$ cat src/rtl/rr_arbiter.sv
// Round-robin arbiter: combinational (zero-cycle) grant from a rotating priority pointer.
// The pointer advances past the most recently granted client so every holder is served in turn.
module rr_arbiter #(
  parameter int CLIENTS = 32
) (
  input  logic               clock,
  input  logic               reset,
  input  logic [CLIENTS-1:0] request,
  input  logic               stall,
  output logic [CLIENTS-1:0] grant
);

  localparam int PW = (CLIENTS > 1) ? $clog2(CLIENTS) : 1;

  logic [PW-1:0] ptr;
  logic [PW-1:0] grant_idx;
  logic          grant_valid;
  logic [PW:0]   idx;

  // Scan ptr, ptr+1, ... modulo CLIENTS; one extra bit in idx keeps the sum from overflowing.
  always_comb begin
    grant_idx   = '0;
    grant_valid = 1'b0;
    idx         = '0;
    for (int i = 0; i < CLIENTS; i++) begin
      idx = {1'b0, ptr} + (PW+1)'(i);
      if (idx >= (PW+1)'(CLIENTS)) begin
        idx = idx - (PW+1)'(CLIENTS);
      end
      if (!grant_valid && request[idx[PW-1:0]]) begin
        grant_valid = 1'b1;
        grant_idx   = idx[PW-1:0];
      end
    end
  end

  always_comb begin
    grant = '0;
    if (reset && !stall && grant_valid) begin
      grant[grant_idx] = 1'b1;
    end
  end

  // Reset and stall gate the pointer exactly as they gate the grant.
  always_ff @(posedge clock) begin
    if (!reset) begin
      ptr <= '0;
    end else if (!stall && grant_valid) begin
      ptr <= (grant_idx == PW'(CLIENTS - 1)) ? '0 : grant_idx + PW'(1);
    end
  end

endmodule

$ cat config.mk
export PLATFORM = sky130hd
export DESIGN_NAME = rr_arbiter
export DESIGN_NICKNAME = d
export VERILOG_FILES = /design/src/rtl/rr_arbiter.sv
export SDC_FILE = /design/constraint.sdc
export NUM_CORES = 1
export LEC_CHECK = 0
export CELL_PAD_IN_SITES_DETAIL_PLACEMENT = 1
export CELL_PAD_IN_SITES_GLOBAL_PLACEMENT = 2
export CORE_UTILIZATION = 25
export DETAILED_ROUTE_END_ITERATION = 10
export PLACE_DENSITY = 0.59
export SYNTH_ARGS = -nofsm -noshare
export SYNTH_HDL_FRONTEND = slang
export SYNTH_SLANG_ARGS = --single-unit
export TNS_END_PERCENT = 10
$ cat constraint.sdc
create_clock -name clock -period 15.9 [get_ports clock]
set_input_delay 3.18 -clock clock [delete_from_list [all_inputs] [get_ports clock]]
set_output_delay 3.18 -clock clock [all_outputs]
set_load 0.02 [all_outputs]
## Word-level counts from Yosys, hierarchy flattened

Cells that the tools add are included.

| cells by class | value |
|---|---|
| $lt $le $gt $ge | 66 |
| reductions and logical operators | 67 |
| multiplexer cells | 164 |
| eq/ne operators | 1 |
| $add $sub $neg | 64 |

Operators with widths:

| cell | number |
|---|---|
| 2-to-1 mux 5 bit | 65 |
| less-than comparator 5 x 6 -> 1 bit (second input constant) | 33 |
| greater-or-equal comparator 6 bit (second input constant) | 31 |
| binary-select mux 1 bit (select 5 bit) | 32 |
| subtractor 5 x 1 -> 5 bit (second input constant) | 32 |
| adder 5 x 5 -> 6 bit (second input constant) | 16 |
| 2-to-1 mux 1 bit | 65 |
| adder 5 x 4 -> 6 bit (second input constant) | 8 |
| logical AND 1 bit | 35 |
| logical NOT 1 bit | 32 |
| 2-to-1 mux 32 bit | 1 |
| adder 5 x 3 -> 6 bit (second input constant) | 4 |
| adder 5 x 2 -> 6 bit (second input constant) | 2 |
| adder 5 x 1 -> 6 bit (second input constant) | 1 |
| greater-or-equal comparator 5 x 6 -> 1 bit (second input constant) | 1 |
| adder 5 x 1 -> 5 bit (second input constant) | 1 |
| demux 1 bit (select 5 bit) | 1 |
| equality test 5 bit (second input constant) | 1 |
| greater-or-equal comparator 5 x 1 -> 1 bit (second input constant) | 1 |

| word-level totals | value |
|---|---|
| logic and storage cells | 363 |
| output and inout port bits | 32 |
| bits in registers | 5 |

## Depth between registers and ports, before layout

Gate-level depths: netlist of the first run.

| logic depth | value |
|---|---|
| depth after elaboration | 103 |
| gate-level depth with buffers | 28 |
| mapped depth without buffers | 20 |

## Least setup slack after synthesis of the first run

No wires, ideal clock.

| timing | value |
|---|---|
| path kind | input-to-output |
| start | input port request[4] |
| end | output port grant[12] |
| cell stages on the path | 14 |
| path buffers | 1 |
| data required time | 12720 ps |
| data arrival time | 6922 ps |
| slack | 5798 ps |
| cell sequence | clkbuf_1 > mux4_2 > mux4_2 > mux2i_4 > nand2_4 > nor4_4 > and4_4 > nand3_1 > or4_1 > o311ai_1 > a21oi_2 > nor2_4 > nand3_2 > nor2_1 |

| on the way | value |
|---|---|
| word-level cells in the longest chain between the ends | 101 |
| elaborated cells between the ends (all ways) | 197 |
| classes of those cells | 2 x order compare; 131 x mux; 64 x reduce/logical |

Ends and longest elaborated chain:

| element | RTL line | RTL |
|---|---|---|
| start: declaration | 8 | `input logic [CLIENTS-1:0] request,` |
| binary-select mux 1 bit (select 5 bit) | 30 | `if (!grant_valid && request[idx[PW-1:0]]) begin` |
| 2-to-1 mux 1 bit (implied by the code) | 30 |  |
| 2-to-1 mux 1 bit | 30 |  |
| logical NOT 1 bit | 30 |  |
| logical AND 1 bit | 30 |  |
| 2-to-1 mux 1 bit | 30 |  |
| logical NOT 1 bit | 30 |  |
| logical AND 1 bit | 30 |  |
| [... 85 more ...] | n/a |  |
| logical NOT 1 bit | 30 |  |
| logical AND 1 bit | 30 |  |
| 2-to-1 mux 5 bit | 30 |  |
| less-than comparator 5 x 6 -> 1 bit (implied by the code) or greater-or-equal comparator 5 x 1 -> 1 bit (tied branches) | 40 | `grant[grant_idx] = 1'b1;` |
| logical AND 1 bit (implied by the code) | 40 |  |
| 2-to-1 mux 1 bit (implied by the code) | 40 |  |
| demux 1 bit (select 5 bit) | 40 |  |
| 2-to-1 mux 32 bit (*) | 39 | `if (reset && !stall && grant_valid) begin` |
| end: declaration | 10 | `output logic [CLIENTS-1:0] grant` |

Mark *: on every way between the ends. The rest lies on a longest branch, timed or not. The select of a mux whose other input is x is not followed.

## Worst setup path after layout of the first run

| timing | value |
|---|---|
| start | input port request[26] |
| end | output port grant[15] |

The elaborated chain is that of the path after synthesis.

==> results of run 1 <==
-- worst paths after layout --
path | from | to | slack, ns | cells after the start
hold / removal | ptr[0] | ptr[0] | 0.68 | 2
hold reg to reg | ptr[0] | ptr[0] | 0.68 | 2
setup reg to reg | ptr[1] | ptr[3] | 7.76 | 17
setup / recovery | request[26] | grant[15] | 3.30 | 17
-- power groups by stage --
stage               clock network [mW]  registers (mW)  logic, mW
floorplan                            0          0.0188       1.48
global placement                     0          0.0366       2.19
detailed placement                   0          0.0361       2.17
CTS                             0.0422          0.0361       2.18
global route                    0.0436          0.0362       2.34
finish                          0.0412          0.0355       2.22
-- kinds of logic (layout without fill, tap and decap cells) --
group / after synthesis / count (layout) / share of synthesized area, %
adders and majority gates: 17 / 17 / 2.74
xor gates and xnor gates: 23 / 23 / 2.84
muxes: 185 / 185 / 41.5
DFF: 5 / 5 / 1.29
AOI/OAI and AO/OA: 256 / 256 / 23.2
and+or+nand+nor: 336 / 336 / 22.5
buffers and inverters: 92 / 123 / 5.94
-- critical path, cell delays in order --
cell             delay, ns
clkdlybuf4s50_1       0.60
mux4_2                0.59
mux4_2                0.46
mux2i_1               0.65
inv_1                 0.37
nor3_1                0.48
nand4_1               0.36
nor3_2                0.68
nand2_1               0.11
a21oi_1               0.17
nand4b_1              0.15
o31ai_1               0.25
inv_1                 0.16
ha_1                  0.29
nand2_1               0.14
nor2_1                0.14
clkdlybuf4s50_1       0.62
-- metrics by stage --
step / worst slack, ns / utilization, %
floorplan: 5.80 / -
global placement: 3.50 / 28.7
detailed placement: 3.44 / 28.7
CTS: 3.44 / 29.0
global route: 3.04 / 29.0
finish: 3.30 / 29.0
-- cells in the final DEF, fill, tap and decap left out, types with 8 or more instances in the layout --
master            n
clkdlybuf4s50_1  66
nand4_1           9
nand2b_1         11
o21ai_0          46
mux4_2           96
and2_1           10
xor2_1           10
xnor2_1          10
o211ai_1         12
a21oi_1          44
ha_1             17
inv_1            21
nand3_1          30
mux2_2           22
o22ai_1          15
nor2b_1          10
a221oi_1          8
mux2i_1          55
nor2_1           86
buf_4            27
a22oi_1          14
a31oi_1           9
a211oi_1         11
nand2_1          93
nor3_1           25
-- routing by layer --
layer | global-route usage, % | vias to the layer above | wire [um]
met5 | 0 | - | 0
met4 | 7.37 | 0 | 1330
met3 | 1.17 | 55 | 1650
met2 | 39.9 | 289 | 18200
met1 | 35.1 | 4364 | 17900
li1 | - | 3716 | -
-- layout make-up --
| cell class | instances | area (um2) |
|---|---|---|
| Clock buffer | 4 | 78.8 |
| Fill cell | 3562 | 21700 |
| Inverter | 26 | 97.6 |
| Multi-Input combinational cell | 817 | 7210 |
| Sequential cell | 5 | 108 |
| Tap cell | 396 | 495 |
| Timing Repair Buffer | 93 | 863 |
-- cell usage after synthesis, drive strengths merged (6+ instances only) --
master,count,share of area (%)
mux4,103,30
nand2,95,4.8
nor2,87,4.3
mux2i,58,7.7
o21ai,51,3.4
a21oi,46,3.2
buf,37,3.3
nand3,35,2.6
clkbuf,29,1.4
nor3,27,1.9
inv,24,1.2
mux2,24,3.5
ha,17,2.7
o22ai,15,1.2
a22oi,14,1.4
a211oi,13,1.4
and2,12,0.97
o211ai,12,1.2
xnor2,12,1.6
nand2b,11,0.89
xor2,11,1.2
nand4,10,1.0
nor2b,10,0.81
a31oi,9,0.73
nor4,9,1.0
o21a,9,0.90
a21boi,8,0.77
a221oi,8,0.90
or2,7,0.57
and3,6,0.48
nand3b,6,0.74
==> results.json, run 1 <==
{
  "intPower_mw": 0.830,
  "async_reset_ff_share_pct": 0,
  "wl_per_cell_um": 29.1,
  "hp-class": "register to register",
  "die_area_mm2": 0.0317,
  "dpl_cell_area_mm2": 0.00877,
  "slew_violations": 0,
  "gp_congestion": 0.915,
  "p_sw_mw": 1.47,
  "clockBufferDepth": 2,
  "areaGrowthSynthToFinish_pct": 14.2,
  "synth_cell_types": 95,
  "avgViaCountPerCell": 6.28,
  "regMostFlops": "ptr",
  "path_class": "input port to output port",
  "post-place-cells": 1337,
  "final_cell_area_mm2": 0.00885,
  "grt_pass1_vias": 8429,
  "post_cts_resized": 0,
  "worst_ep_required_time_ns": 12.72,
  "wl_um": 39100,
  "syn-cell-area_mm2": 0.00775,
  "grt_max_degree": 51,
  "h-tree-depth": 1,
  "slew_headroom_pct": 18.0,
  "synth_edf_count": 0,
  "insertion_delay_ns": 0.23,
  "clock_skew_ns": 0.00193,
  "ios": 67,
  "track_usage_pct": 24.6,
  "drive_gt1_share_pct": 21.1,
  "grt_overflow_total": 0,
  "reg_top3": "ptr: 5 flops",
  "finalCriticalPeriod_ns": 12.60,
  "maxCapViolations": 0,
  "tns_ns": 0,
  "powerDensity_mw_per_mm2": 260,
  "cts_tree": "done",
  "postCtsSetupBuffers": 0,
  "drt.antenna.violating_nets": 0,
  "core_mm2": 0.0305,
  "portBuffers": 66,
  "power.leakage_nw": 2.90,
  "fin_cells": 1341,
  "seqPwrFrac_pct": 1.5,
  "critPathLaunchType": "input port",
  "holdWs_ns": 0.676,
  "clock-root-buffer": "clkbuf_16",
  "ctsHoldBuffers": 0,
  "diodes": 0,
  "largest_reg_flops": 5,
  "drt_iter0_drc": 674,
  "status": "completed",
  "clock.fmax_mhz": 79.4,
  "combPwrFrac_pct": 96.7,
  "finalHoldViolations": 0,
  "period_share_pct": 79.3,
  "vdd_drop_max_uv": 85.9,
  "cp-end-kind": "output port",
  "setup_violations": 0,
  "synth_nets": 966,
  "tightest_slew_ns": 1.22,
  "num_vias": 8424,
  "syn_avg_cell_area_um2": 8.48,
  "ys_seq_area_share_pct": 1.29,
  "synth-main-ff-cell": "dfxtp_1",
  "path_max_fanout": 8,
  "fp.dieH_um": 178,
  "die_w_um": 178,
  "cts_buffers": 3,
  "initial_core_util_pct": 25.4,
  "swShare_pct": 63.9,
  "antenna_found_initial": 0,
  "clk_pin_slew_worst_paths_ns": 0.03,
  "power_mw": 2.30,
  "std_cell_rows": 64,
  "crit_arrival_ns": 9.42,
  "rsz0062_at_grt": "no",
  "nNetsFinal": 998,
  "syn_inst": 914,
  "yosysWarningCount": 0,
  "dr.pass1.iters": 5,
  "clkPwrFrac_pct": 1.8,
  "hpwl_um": 30800,
  "grt_pass1_wl_um": 57900,
  "route.detailed.drc": 0,
  "cts_sinks": 5,
  "synth_seq_cells": 5
}
Power figures use the tool's default switching activity.
==> run 2, diff against run 1 <==
--- a/config.mk
+++ b/config.mk
@@ -9,7 +9,7 @@
 export CELL_PAD_IN_SITES_GLOBAL_PLACEMENT = 2
 export CORE_UTILIZATION = 25
 export DETAILED_ROUTE_END_ITERATION = 10
-export PLACE_DENSITY = 0.59
+export PLACE_DENSITY = 0.61
 export SYNTH_ARGS = -nofsm -noshare
 export SYNTH_HDL_FRONTEND = slang
 export SYNTH_SLANG_ARGS = --single-unit
==> constraint.sdc (replaced) <==
create_clock -name clock -period 10.74 [get_ports clock]
set_input_delay 2.148 -clock clock [delete_from_list [all_inputs] [get_ports clock]]
set_output_delay 2.148 -clock clock [all_outputs]
set_load 0.02 [all_outputs]
==> run 2 against run 1 <==
Effect of this change: critical path depth down 1; global-route usage hardly changed; sequential share of layout area barely moved; core utilization increased by 0.22 points; clock skew up 0.0017 ns; clock power is 50% higher; critical path type unchanged; worst hold slack got worse by 0.052 ns; power is 50% higher.
==> results.json, run 2 (synthesis results as in run 1) <==
{
  "regMostFlops": "ptr",
  "largest_reg_flops": 5,
  "hp-class": "register to register",
  "wl_per_cell_um": 29.0,
  "postCtsSetupBuffers": 0,
  "drive_gt1_share_pct": 21.8,
  "power.leakage_nw": 2.95,
  "portBuffers": 66,
  "diodes": 0,
  "worstHoldStart": "ptr[1]",
  "ctsHoldBuffers": 0,
  "avgViaCountPerCell": 6.39,
  "tightest_slew_ns": 1.20,
  "powerDensity_mw_per_mm2": 388,
  "rsz0062_at_grt": "no",
  "drt.antenna.violating_nets": 0,
  "clock-root-buffer": "clkbuf_16",
  "status": "completed",
  "std_cell_rows": 64,
  "clockBufferDepth": 2,
  "ios": 67,
  "core_mm2": 0.0305,
  "fp.dieH_um": 178,
  "finalCriticalPeriod_ns": 10.30,
  "slowest_delay_ns": 0.72,
  "gp_congestion": 0.937,
  "dr.pass1.iters": 5,
  "die_w_um": 178,
  "setup_violations": 0,
  "path_max_fanout": 14,
  "hpwl_um": 31200,
  "path_class": "input port to output port",
  "vdd_drop_max_uv": 150,
  "die_area_mm2": 0.0317,
  "crit_path_top_delay_cell": "nor4b_4",
  "tns_ns": 0,
  "h-tree-depth": 1,
  "maxCapViolations": 0,
  "areaGrowthSynthToFinish_pct": 15.0,
  "use_met1_pct": 34.8,
  "fin_cells": 1350,
  "post_cts_resized": 0,
  "track_usage_pct": 24.6,
  "grt.busiest_layer": "met2",
  "path_cells": "clkdlybuf4s50_1 > mux4_1 > mux2_2 > mux4_2 > nand3b_4 > nor4b_4 > nand2_1 > a211o_1 > a211o_1 > and4_1 > nor2_1 > o21a_2 > ha_1 > nand2_1 > nor2_1 > clkdlybuf4s50_1",
  "antenna_found_initial": 0,
  "critPathLaunchType": "input port",
  "num_vias": 8632,
  "grt_max_degree": 60,
  "slew_headroom_pct": 18.2,
  "worst_ep_required_time_ns": 8.59,
  "crit_arrival_ns": 8.15,
  "period_share_pct": 95.9,
  "cts_sinks": 5,
  "grt_pass1_wl_um": 58000,
  "clk_pin_slew_worst_paths_ns": 0.04,
  "wl_um": 39100,
  "cts_buffers": 3,
  "groute.layer.met2.usage_pct": 39.6,
  "use_met3_pct": 2.00,
  "slew_violations": 0,
  "clock.fmax_mhz": 97.1,
  "initial_core_util_pct": 25.4,
  "drt_iter0_drc": 699,
  "reg_top3": "ptr: 5 flops",
  "grt_overflow_total": 0,
  "crit_path_start": "request[28]",
  "post-place-cells": 1346,
  "route.detailed.drc": 0,
  "clock_skew_ns": 0.00362,
  "insertion_delay_ns": 0.23,
  "layout_commonest_cell": "mux4_2",
  "cp-end-kind": "output port",
  "finalHoldViolations": 0,
  "r2r-start": "ptr[1]",
  "cts_tree": "done",
  "nNetsFinal": 1007,
  "grt_pass1_vias": 8391,
  "layout_common_cells": "mux4_2 (96), nand2_1 (93), nor2_1 (86)"
}
run 2: cell count changes in the layout (fill, tap and decap cells not counted):
cell / previous run / this run
buf_4: 27 / 36
run 2: worst paths after layout:
check,end,slack [ns],cells after the start
hold reg to reg,ptr[1],0.62,2
hold / removal,ptr[1],0.62,2
setup reg to reg,ptr[3],3.18,19
setup / recovery,grant[15],0.44,16
run 2: layer usage:
layer	wire length (um)	vias to the layer above	share of wire [%]
met5	0	-	0
met4	1460	0	3.7
met3	2140	53	5.5
met2	17900	361	46
met1	17600	4476	45
li1	-	3742	-
run 2: through the flow:
stage | total power [mW] | instance area [um2] | util [%] | worst slack [ns] | hold slack, ns
2_1_floorplan | 2.21 | 7750 | - | 2.70 | 1.04
3_3_place_gp | 3.33 | 8840 | 29.0 | 0.413 | 0.624
3_5_place_dp | 3.30 | 8840 | 29.0 | 0.508 | 0.633
4_1_cts | 3.37 | 8920 | 29.2 | 0.492 | 0.637
5_1_grt | 3.63 | 8920 | 29.2 | 0.0860 | 0.646
6_report | 3.46 | 8920 | 29.2 | 0.437 | 0.623
run 2: power by group:
group          total (mW)  switching, mW  internal (mW)
logic                3.36           2.16           1.19
clock network      0.0618         0.0125         0.0492
registers          0.0403         0.0153         0.0249
total                3.46           2.19           1.27
run 2: area by class of cell:
| type | instances | area (um2) |
|---|---|---|
| sequential | 5 | 108 |
| timing repair buffer | 102 | 931 |
| fill | 3607 | 21600 |
| clock buffer | 4 | 78.8 |
| multi-input combinational | 817 | 7210 |
| tap | 396 | 495 |
| inverter | 26 | 97.6 |
run 2: worst max-delay path: cells and delay by family:
kind            cells  cell delay, ns
compound gates      3            0.89
mux                 3            1.57
fa+ha+maj           1            0.28
buf+inv             2            1.20
simple gates        7            2.06
